===== config.mk =====
export PLATFORM = sky130hd
export DESIGN_NAME = counter_reader
export DESIGN_NICKNAME = d
export VERILOG_FILES = /design/src/rtl/counter_reader.sv
export SDC_FILE = /design/constraint.sdc
export NUM_CORES = 1
export LEC_CHECK = 0
export ABC_AREA = 1
export CAP_MARGIN = 20
export CORE_ASPECT_RATIO = 0.7
export CORE_MARGIN = 2
export CORE_UTILIZATION = 45
export CTS_CLUSTER_SIZE = 24
export DETAILED_ROUTE_END_ITERATION = 6
export DONT_BUFFER_PORTS = 1
export SKIP_LAST_GASP = 1
export SLEW_MARGIN = 20
export SYNTH_ARGS = -nofsm -noshare
export SYNTH_HDL_FRONTEND = slang
export SYNTH_SLANG_ARGS = --single-unit

===== constraint.sdc =====
create_clock -name clk -period 2.8 [get_ports clk]
set_clock_uncertainty 0.1 [all_clocks]
set_input_delay 0.56 -clock clk [delete_from_list [all_inputs] [get_ports clk]]
set_output_delay 0.56 -clock clk [all_outputs]
set_load 0.02 [all_outputs]

===== src/rtl/counter_reader.sv =====
// rtl/counter_reader.sv - sweeps the pop-counter channels and publishes sum, max and timeout map.
// Optional COUNTER_READER_SNAPSHOT_EN adds a per-channel snapshot output.
module counter_reader #(
    parameter int NUM_CH  = 5,
    parameter int TIMEOUT = 7
) (
    input  logic              clk,
    input  logic              reset,
    input  logic              req,
    input  logic              valid,
    input  logic [4:0]        data_out,
    output logic [2:0]        idx,
    output logic              busy,
    output logic              done,
    output logic [7:0]        total,
    output logic [4:0]        max_cnt,
    output logic [2:0]        max_idx,
    output logic [NUM_CH-1:0] err
`ifdef COUNTER_READER_SNAPSHOT_EN
    ,
    output logic [5*NUM_CH-1:0] snapshot
`endif
);

    typedef enum logic [1:0] {IDLE, SETTLE, SAMPLE, DONE} state_t;

    localparam int              WW        = $clog2(TIMEOUT + 1);
    localparam logic [2:0]      LAST_CH   = 3'(NUM_CH - 1);
    localparam logic [WW-1:0]   WAIT_LAST = WW'(TIMEOUT - 1);

    state_t             state, state_nxt;
    logic [WW-1:0]      wait_cnt;
    logic [7:0]         sum_acc, sum_nxt;
    logic [4:0]         max_acc, max_nxt;
    logic [2:0]         maxi_acc, maxi_nxt;
    logic [NUM_CH-1:0]  err_acc, err_nxt;
    logic               capture, timed_out, advance, last_ch;

`ifdef COUNTER_READER_SNAPSHOT_EN
    logic [5*NUM_CH-1:0] snap_acc, snap_nxt;
`endif

    always_ff @(posedge clk) begin
        if (reset) state <= IDLE;
        else       state <= state_nxt;
    end

    always_comb begin
        state_nxt = state;
        case (state)
            IDLE:    if (req) state_nxt = SETTLE;
            SETTLE:  state_nxt = SAMPLE;
            SAMPLE:  if (advance) state_nxt = last_ch ? DONE : SETTLE;
            DONE:    state_nxt = IDLE;
            default: state_nxt = IDLE;
        endcase
    end

    always_comb begin
        busy = (state == SETTLE) || (state == SAMPLE);
        done = (state == DONE);
    end

    // A channel is retired either by a valid sample or by its wait window expiring.
    always_comb begin
        capture   = (state == SAMPLE) && valid;
        timed_out = (state == SAMPLE) && !valid && (wait_cnt == WAIT_LAST);
        advance   = capture || timed_out;
        last_ch   = (idx == LAST_CH);

        sum_nxt  = sum_acc + (capture ? {3'b000, data_out} : 8'd0);
        max_nxt  = max_acc;
        maxi_nxt = maxi_acc;
        if (capture && (data_out > max_acc)) begin
            max_nxt  = data_out;
            maxi_nxt = idx;
        end

        err_nxt = err_acc;
        for (int k = 0; k < NUM_CH; k++) begin
            if (timed_out && (idx == 3'(k))) err_nxt[k] = 1'b1;
        end
    end

`ifdef COUNTER_READER_SNAPSHOT_EN
    always_comb begin
        snap_nxt = snap_acc;
        for (int k = 0; k < NUM_CH; k++) begin
            if (advance && (idx == 3'(k))) snap_nxt[5*k +: 5] = capture ? data_out : 5'd0;
        end
    end
`endif

    // Results are published on the edge that retires the last channel,
    // so they are already visible during the DONE cycle.
    always_ff @(posedge clk) begin
        if (reset) begin
            idx      <= 3'd0;
            wait_cnt <= '0;
            sum_acc  <= 8'd0;
            max_acc  <= 5'd0;
            maxi_acc <= 3'd0;
            err_acc  <= '0;
            total    <= 8'd0;
            max_cnt  <= 5'd0;
            max_idx  <= 3'd0;
            err      <= '0;
`ifdef COUNTER_READER_SNAPSHOT_EN
            snap_acc <= '0;
            snapshot <= '0;
`endif
        end else if ((state == IDLE) && req) begin
            idx      <= 3'd0;
            wait_cnt <= '0;
            sum_acc  <= 8'd0;
            max_acc  <= 5'd0;
            maxi_acc <= 3'd0;
            err_acc  <= '0;
`ifdef COUNTER_READER_SNAPSHOT_EN
            snap_acc <= '0;
`endif
        end else if (state == SAMPLE) begin
            if (advance) begin
                wait_cnt <= '0;
                sum_acc  <= sum_nxt;
                max_acc  <= max_nxt;
                maxi_acc <= maxi_nxt;
                err_acc  <= err_nxt;
`ifdef COUNTER_READER_SNAPSHOT_EN
                snap_acc <= snap_nxt;
`endif
                if (last_ch) begin
                    total    <= sum_nxt;
                    max_cnt  <= max_nxt;
                    max_idx  <= maxi_nxt;
                    err      <= err_nxt;
`ifdef COUNTER_READER_SNAPSHOT_EN
                    snapshot <= snap_nxt;
`endif
                end else begin
                    idx <= idx + 3'd1;
                end
            end else begin
                wait_cnt <= wait_cnt + 1'b1;
            end
        end
    end

endmodule


Word-level counts from Yosys, hierarchy flattened --
Index checks and enable logic that the tools add are counted.
Storage, ports and cells: output and inout bits 26, register bits 50, word-level logic and storage cells 60, bits of input ports 9
Cells by class: $add $sub $neg 3, $lt $le $gt $ge 1, bitwise operators 2, equal/unequal tests 10, muxes and demuxes 13, reduce and logical (&&, ||, !) cells 20
Operator list (count):
- 1-bit logical AND | 10
- 5-bit two-way mux | 2
- 8-bit by 5-bit adder with 8-bit output | 1
- 2-bit one-hot mux with 4 select lines | 1
- 3-bit by 1-bit adder with 3-bit output, second input constant | 2
- 3-bit by 2-bit == test with 1-bit output, second input constant | 2
- 3-bit == test, second input constant | 2
- 2-bit two-way mux | 3
- 3-bit two-way mux | 2
- 5-bit > comparator | 1
- 1-bit two-way mux | 5
- 2-bit == test, second input constant | 2
- 2-bit != test, second input constant | 2
- 2-bit AND reduction | 2
- 4-bit AND reduction | 1
- 3-bit by 1-bit == test with 1-bit output, second input constant | 1
- 3-bit zero test | 1
- 3-bit AND reduction | 1
- 2-bit by 1-bit == test with 1-bit output, second input constant | 1
- 2-bit zero test | 1
- 1-bit logical OR | 2
- 1-bit NOT | 2
- 2-bit OR reduction | 1
- 1-bit zero test | 1

Logic depth before layout (Yosys ltp) --
word-level depth 6, gate-level depth with buffers 15, mapped depth without buffers 15

Least setup slack after synthesis --
OpenSTA, ideal clock, no wires.
path kind register -> register, start register state[0], end register sum_acc[4], required time 2585 ps, cell stages (with the launch flop) 14, buffers on the path 0, arrival 1922 ps, path slack 662 ps, library setup time 115 ps, cells stage by stage dfxtp_1 -> inv_1 -> ha_1 -> nand2_2 -> nor2_1 -> ha_1 -> inv_1 -> fa_1 -> inv_1 -> nand3_1 -> nand3_1 -> xor2_1 -> o21ai_0 -> inv_1
Between the ends: cells in the longest elaborated chain, start to end 5, elaborated cells on any way between the ends 11, those cells by class add/sub: 1; eq/ne: 1; mux: 1; reduce/logical: 8
RTL lines:
- start: declaration | RTL line 31 | state_t state, state_nxt;
- start signal: assignment | RTL line 45 | else state <= state_nxt;
- branches (longest 5 deep; another with 8-bit by 5-bit adder with 8-bit output)
- end signal: assignment | RTL line 125 | sum_acc <= sum_nxt;
- end: declaration | RTL line 33 | logic [7:0] sum_acc, sum_nxt;
Parallel ways; which one is timed is not known. A chain may end at the register's enable or synchronous reset.

Worst setup path after layout --
Same ends and word-level chain as after synthesis.

==> implementation parameters <==
Parameter                              Value

Routing
  WL/cell ... approximately 13 um
  DRT iter0 DRCs ... 86
  Avg Vias per Cell ... 4.87
  Vias post-DR ... 2023
  Router iterations before antenna repair ... 7
  Antenna Nets Post-Route ... 0
  Count of unresolved DRC violations after routing ... 0
  Final wirelength ... 5430 um

Layout
  Final standard cell utilization of the core ... roughly half
  Final nets ... between 300 and 400
  Fillers ... 540
  Combined flip-flop and latch cell area ... ~1000 um^2
  Synthesis-to-layout area growth ... 8.09%
  Antenna Cells ... 0
  Final Instance Area ... ~2700 um^2
  Ratio of cells with drive above 1 in the final layout ... 7.58%
  Area used by multi-input combinational logic ... 1220 um^2

Place
  Weighted congestion reported at the end of routability-driven placement ... 0.848
  Cell area after placement ... ~2600 um^2
  Number of input and output port buffers inserted ... 0
  HPWL after detailed placement ... ~3800 um
  Setup Slack @ Placement ... between 0.4 and 0.5 ns

Clock tree
  Clock Sinks ... 50
  Number of post-CTS setup repair buffers ... 0
  CTS H-Tree Depth ... 2
  CTS tree ... built
  Number of CTS-inserted buffers ... 5
  Clock transition time at the flip-flop clock pins of the worst setup and hold paths ... approximately 0.090 ns
  Maximum count of clock buffers along a single path ... 2
  Clock Latency Late Sink ... ~0.3 ns
  PostCTS Resize Cnt ... 0
  # hold bufs at CTS ... 0
  Root buffer cell ... sky130_fd_sc_hd__clkbuf_8

Die
  Horiz. Die Dim ... 92.9 um
  Row count ... 22
  Starting Density ... a little under half
  Placeable core area ... 5290 um^2
  Die outline area ... 6150 um^2
  Io pins ... 35
  Height of the die ... 66.2 um

Critical path
  Worst Setup Path Type ... reg -> reg
  Cell Chain, Critical Path ... inv_1, ha_1, nand2_2, nor2_1, ha_1, inv_1, fa_1, inv_1, nand3_1, nand3_1, xor2_1, o21ai_0, inv_1
  Cell with the most instances on the worst path ... sky130_fd_sc_hd__inv_1
  Crit-path max FO ... 7
  Worst Setup End Kind ... flop
  Critical path required time ... 2.90 ns
  Cells on worst reg2reg path ... 13
  Signal arrival time at the worst endpoint ... 2.47 ns
  Slowest cell on the critical path ... sky130_fd_sc_hd__fa_1
  Stage delay of the slowest cell on the critical path ... between 0.3 and 0.4 ns
  CP Launch Type ... flop

Global routing
  Global-route met3 utilization ... just under 5%
  Global-route track usage on met1 ... a little under 30%
  Overflow left after global routing ... 0
  Vias in the first global route ... 1924
  GR Util All Layers ... 19.7%
  Largest net degree at the start of global routing ... 23
  Layer with the highest usage ... met1
  First-pass GRT wire length ... 9430 um
  Initial antenna violation count ... 0
  Met2 track demand over resource ... 28.3%

Logic synthesis
  Portion of netlist area occupied by mux cells ... 0%
  Post-Synth Adder-Cell Area ... approximately 11%
  Proportion of register bits with asynchronous set or reset after synthesis ... 0%
  Post-synthesis instance total ... ~340
  Yosys warnings ... 0
  Area fraction in compound gates after synthesis ... 12.7%
  Syn_nets ... 369
  Number of enable-type register cells in the synthesized netlist ... 0
  Simple-gate area share of the yosys netlist ... 24.4%
  Post-synth top area cell ... sky130_fd_sc_hd__dfxtp_1
  Most area-consuming cells after synthesis ... sky130_fd_sc_hd__dfxtp_1 (40%), sky130_fd_sc_hd__ha_1 (10%), sky130_fd_sc_hd__nand2_1 (8.3%)
  Portion of synthesized cell area occupied by the leading cell type ... 40.2%
  Most repeated cell in the gate-level netlist after synthesis ... sky130_fd_sc_hd__nand2_1
  Synth top cells by count ... sky130_fd_sc_hd__nand2_1 (55), sky130_fd_sc_hd__inv_1 (53), sky130_fd_sc_hd__dfxtp_1 (50)
  Average footprint of a synthesized cell ... 7.34 um^2
  Register bit count reported by yosys ... 50
  Count of cell types in the netlist ... 30
  Synthesized-area fraction occupied by xor and xnor cells ... 1.06%
  Main combinational cell family by area after synthesis ... simple AND/OR/NAND/NOR gates
  Sequential share of the synthesized area ... 40.2%
  Top_reg_cell synth ... sky130_fd_sc_hd__dfxtp_1
  Post-synthesis cell area ... 2490 um^2

STA
  Setup violation total in the final timing report ... 0
  Minimum clock period ... roughly 2.4 ns
  RSZ-0062 raised after global routing ... no
  Max frequency ... 422 MHz
  Final hold violation count ... 0
  Slew Viols, Final ... 0
  Worst slack on hold paths ... about 0.29 ns
  Relative slew margins ... 73.4%
  Setup TNS ... 0 ns
  Final critical-path setup slack ... ~0.43 ns
  Period Utilization, post-route ... 84.6%
  Worst Max-Slew Pin Slew ... ~0.40 ns

Outcome
  Run status ... finished clean

Pwr
  Leakage ... 1.28 nW
  Part of the power in combinational logic ... between 10% and 20%
  Switching part of the total power ... 29.5%
  Internal cell power ... 1.12 mW
  Maximum vdd ir drop ... 0.378 mV
  Seq pwr share ... roughly half
  P per Cell Area ... 590 nW/um^2
  Proportion of power drawn by the clock network ... 33.2%
  Psw ... 0.469 mW

Hold path
  Number of instances on the worst hold path ... 3
  Class of the worst hold path ... in -> reg

Job
  Max Cap Violations ... 0
[power groups by stage]
stage / logic [mW] / registers (mW) / clock network, mW
after CTS: 0.293 / 0.765 / 0.541
after global routing: 0.335 / 0.769 / 0.579
after global placement: 0.287 / 0.781 / 0
after floorplan: 0.222 / 0.779 / 0
after detailed placement: 0.292 / 0.782 / 0
final: 0.294 / 0.765 / 0.527
[layer usage]
metal	up-vias	routed length (um)	part of all wire [%]
met3	5	248	4.6
met5	-	0	0
met4	0	34	0.63
met2	39	2170	40
li1	1084	-	-
met1	895	2980	55
[critical path: cells and delay by family, from the launching register on]
kind / cells / cell delay [ns]
simple gates: 4 / 0.48
fa+ha+maj: 3 / 0.86
compound gates: 1 / 0.15
xor+xnor: 1 / 0.07
flops: 1 / 0.32
buf+inv: 4 / 0.29
[cells by family after synthesis]
kind of cell,Yosys count
simple gates,141
buf+inv,65
compound gates,59
flops,50
fa+ha+maj,21
xor+xnor,3
[layout by cell type (no fill, tap or decap)]
cell type,count
sky130_fd_sc_hd__nand2_1,55
sky130_fd_sc_hd__inv_1,53
sky130_fd_sc_hd__dfxtp_1,50
sky130_fd_sc_hd__nor2_1,44
sky130_fd_sc_hd__a21oi_1,31
sky130_fd_sc_hd__nand3_1,30
sky130_fd_sc_hd__ha_1,20
sky130_fd_sc_hd__o21ai_0,12
sky130_fd_sc_hd__o21ai_1,9
sky130_fd_sc_hd__clkbuf_8,6
sky130_fd_sc_hd__buf_4,5
sky130_fd_sc_hd__nand2_2,3
sky130_fd_sc_hd__inv_2,3
sky130_fd_sc_hd__a31o_2,2
sky130_fd_sc_hd__nand4_1,2
sky130_fd_sc_hd__xor2_1,2
sky130_fd_sc_hd__or2_2,2
sky130_fd_sc_hd__a31oi_1,2
sky130_fd_sc_hd__nor2_4,1
sky130_fd_sc_hd__and2_1,1
sky130_fd_sc_hd__nand2_4,1
sky130_fd_sc_hd__xnor2_1,1
sky130_fd_sc_hd__a21oi_2,1
sky130_fd_sc_hd__o211a_1,1
sky130_fd_sc_hd__o21bai_1,1
sky130_fd_sc_hd__and3_1,1
sky130_fd_sc_hd__nor4_1,1
sky130_fd_sc_hd__fa_1,1
sky130_fd_sc_hd__bufinv_16,1
sky130_fd_sc_hd__buf_12,1
[metrics by stage]
step | power (mW) | cells
after detailed placement | 1.07 | 408
after CTS | 1.60 | 415
after global placement | 1.07 | 408
final | 1.59 | 415
after floorplan | 1.00 | 339
after global routing | 1.68 | 415
[area by class of cell]
cell class / instances / share of cell area, %
Sequential cell: 50 / 37.2
Inverter: 56 / 7.81
Tap cell: 72 / 3.35
Timing Repair Buffer: 6 / 2.14
Clock inverter: 1 / 1.12
Clock buffer: 6 / 3.07
Multi-Input combinational cell: 224 / 45.3
[registers in the layout (all words and copies together), names as in the netlist]
name,flops
total,8
maxi_acc,3
sum_acc,8
err,5
max_idx,3
err_acc,5
max_cnt,5
idx,3
wait_cnt,3
state,2
max_acc,5
[final timing paths]
check          endpoint       start  slack (ns)
max          sum_acc[4]    state[0]        0.43
max reg2reg  sum_acc[4]    state[0]        0.43
min          max_idx[1]       reset        0.29
min reg2reg  err_acc[1]  err_acc[1]        0.37
Note: power is estimated with default switching activity, not from simulation.
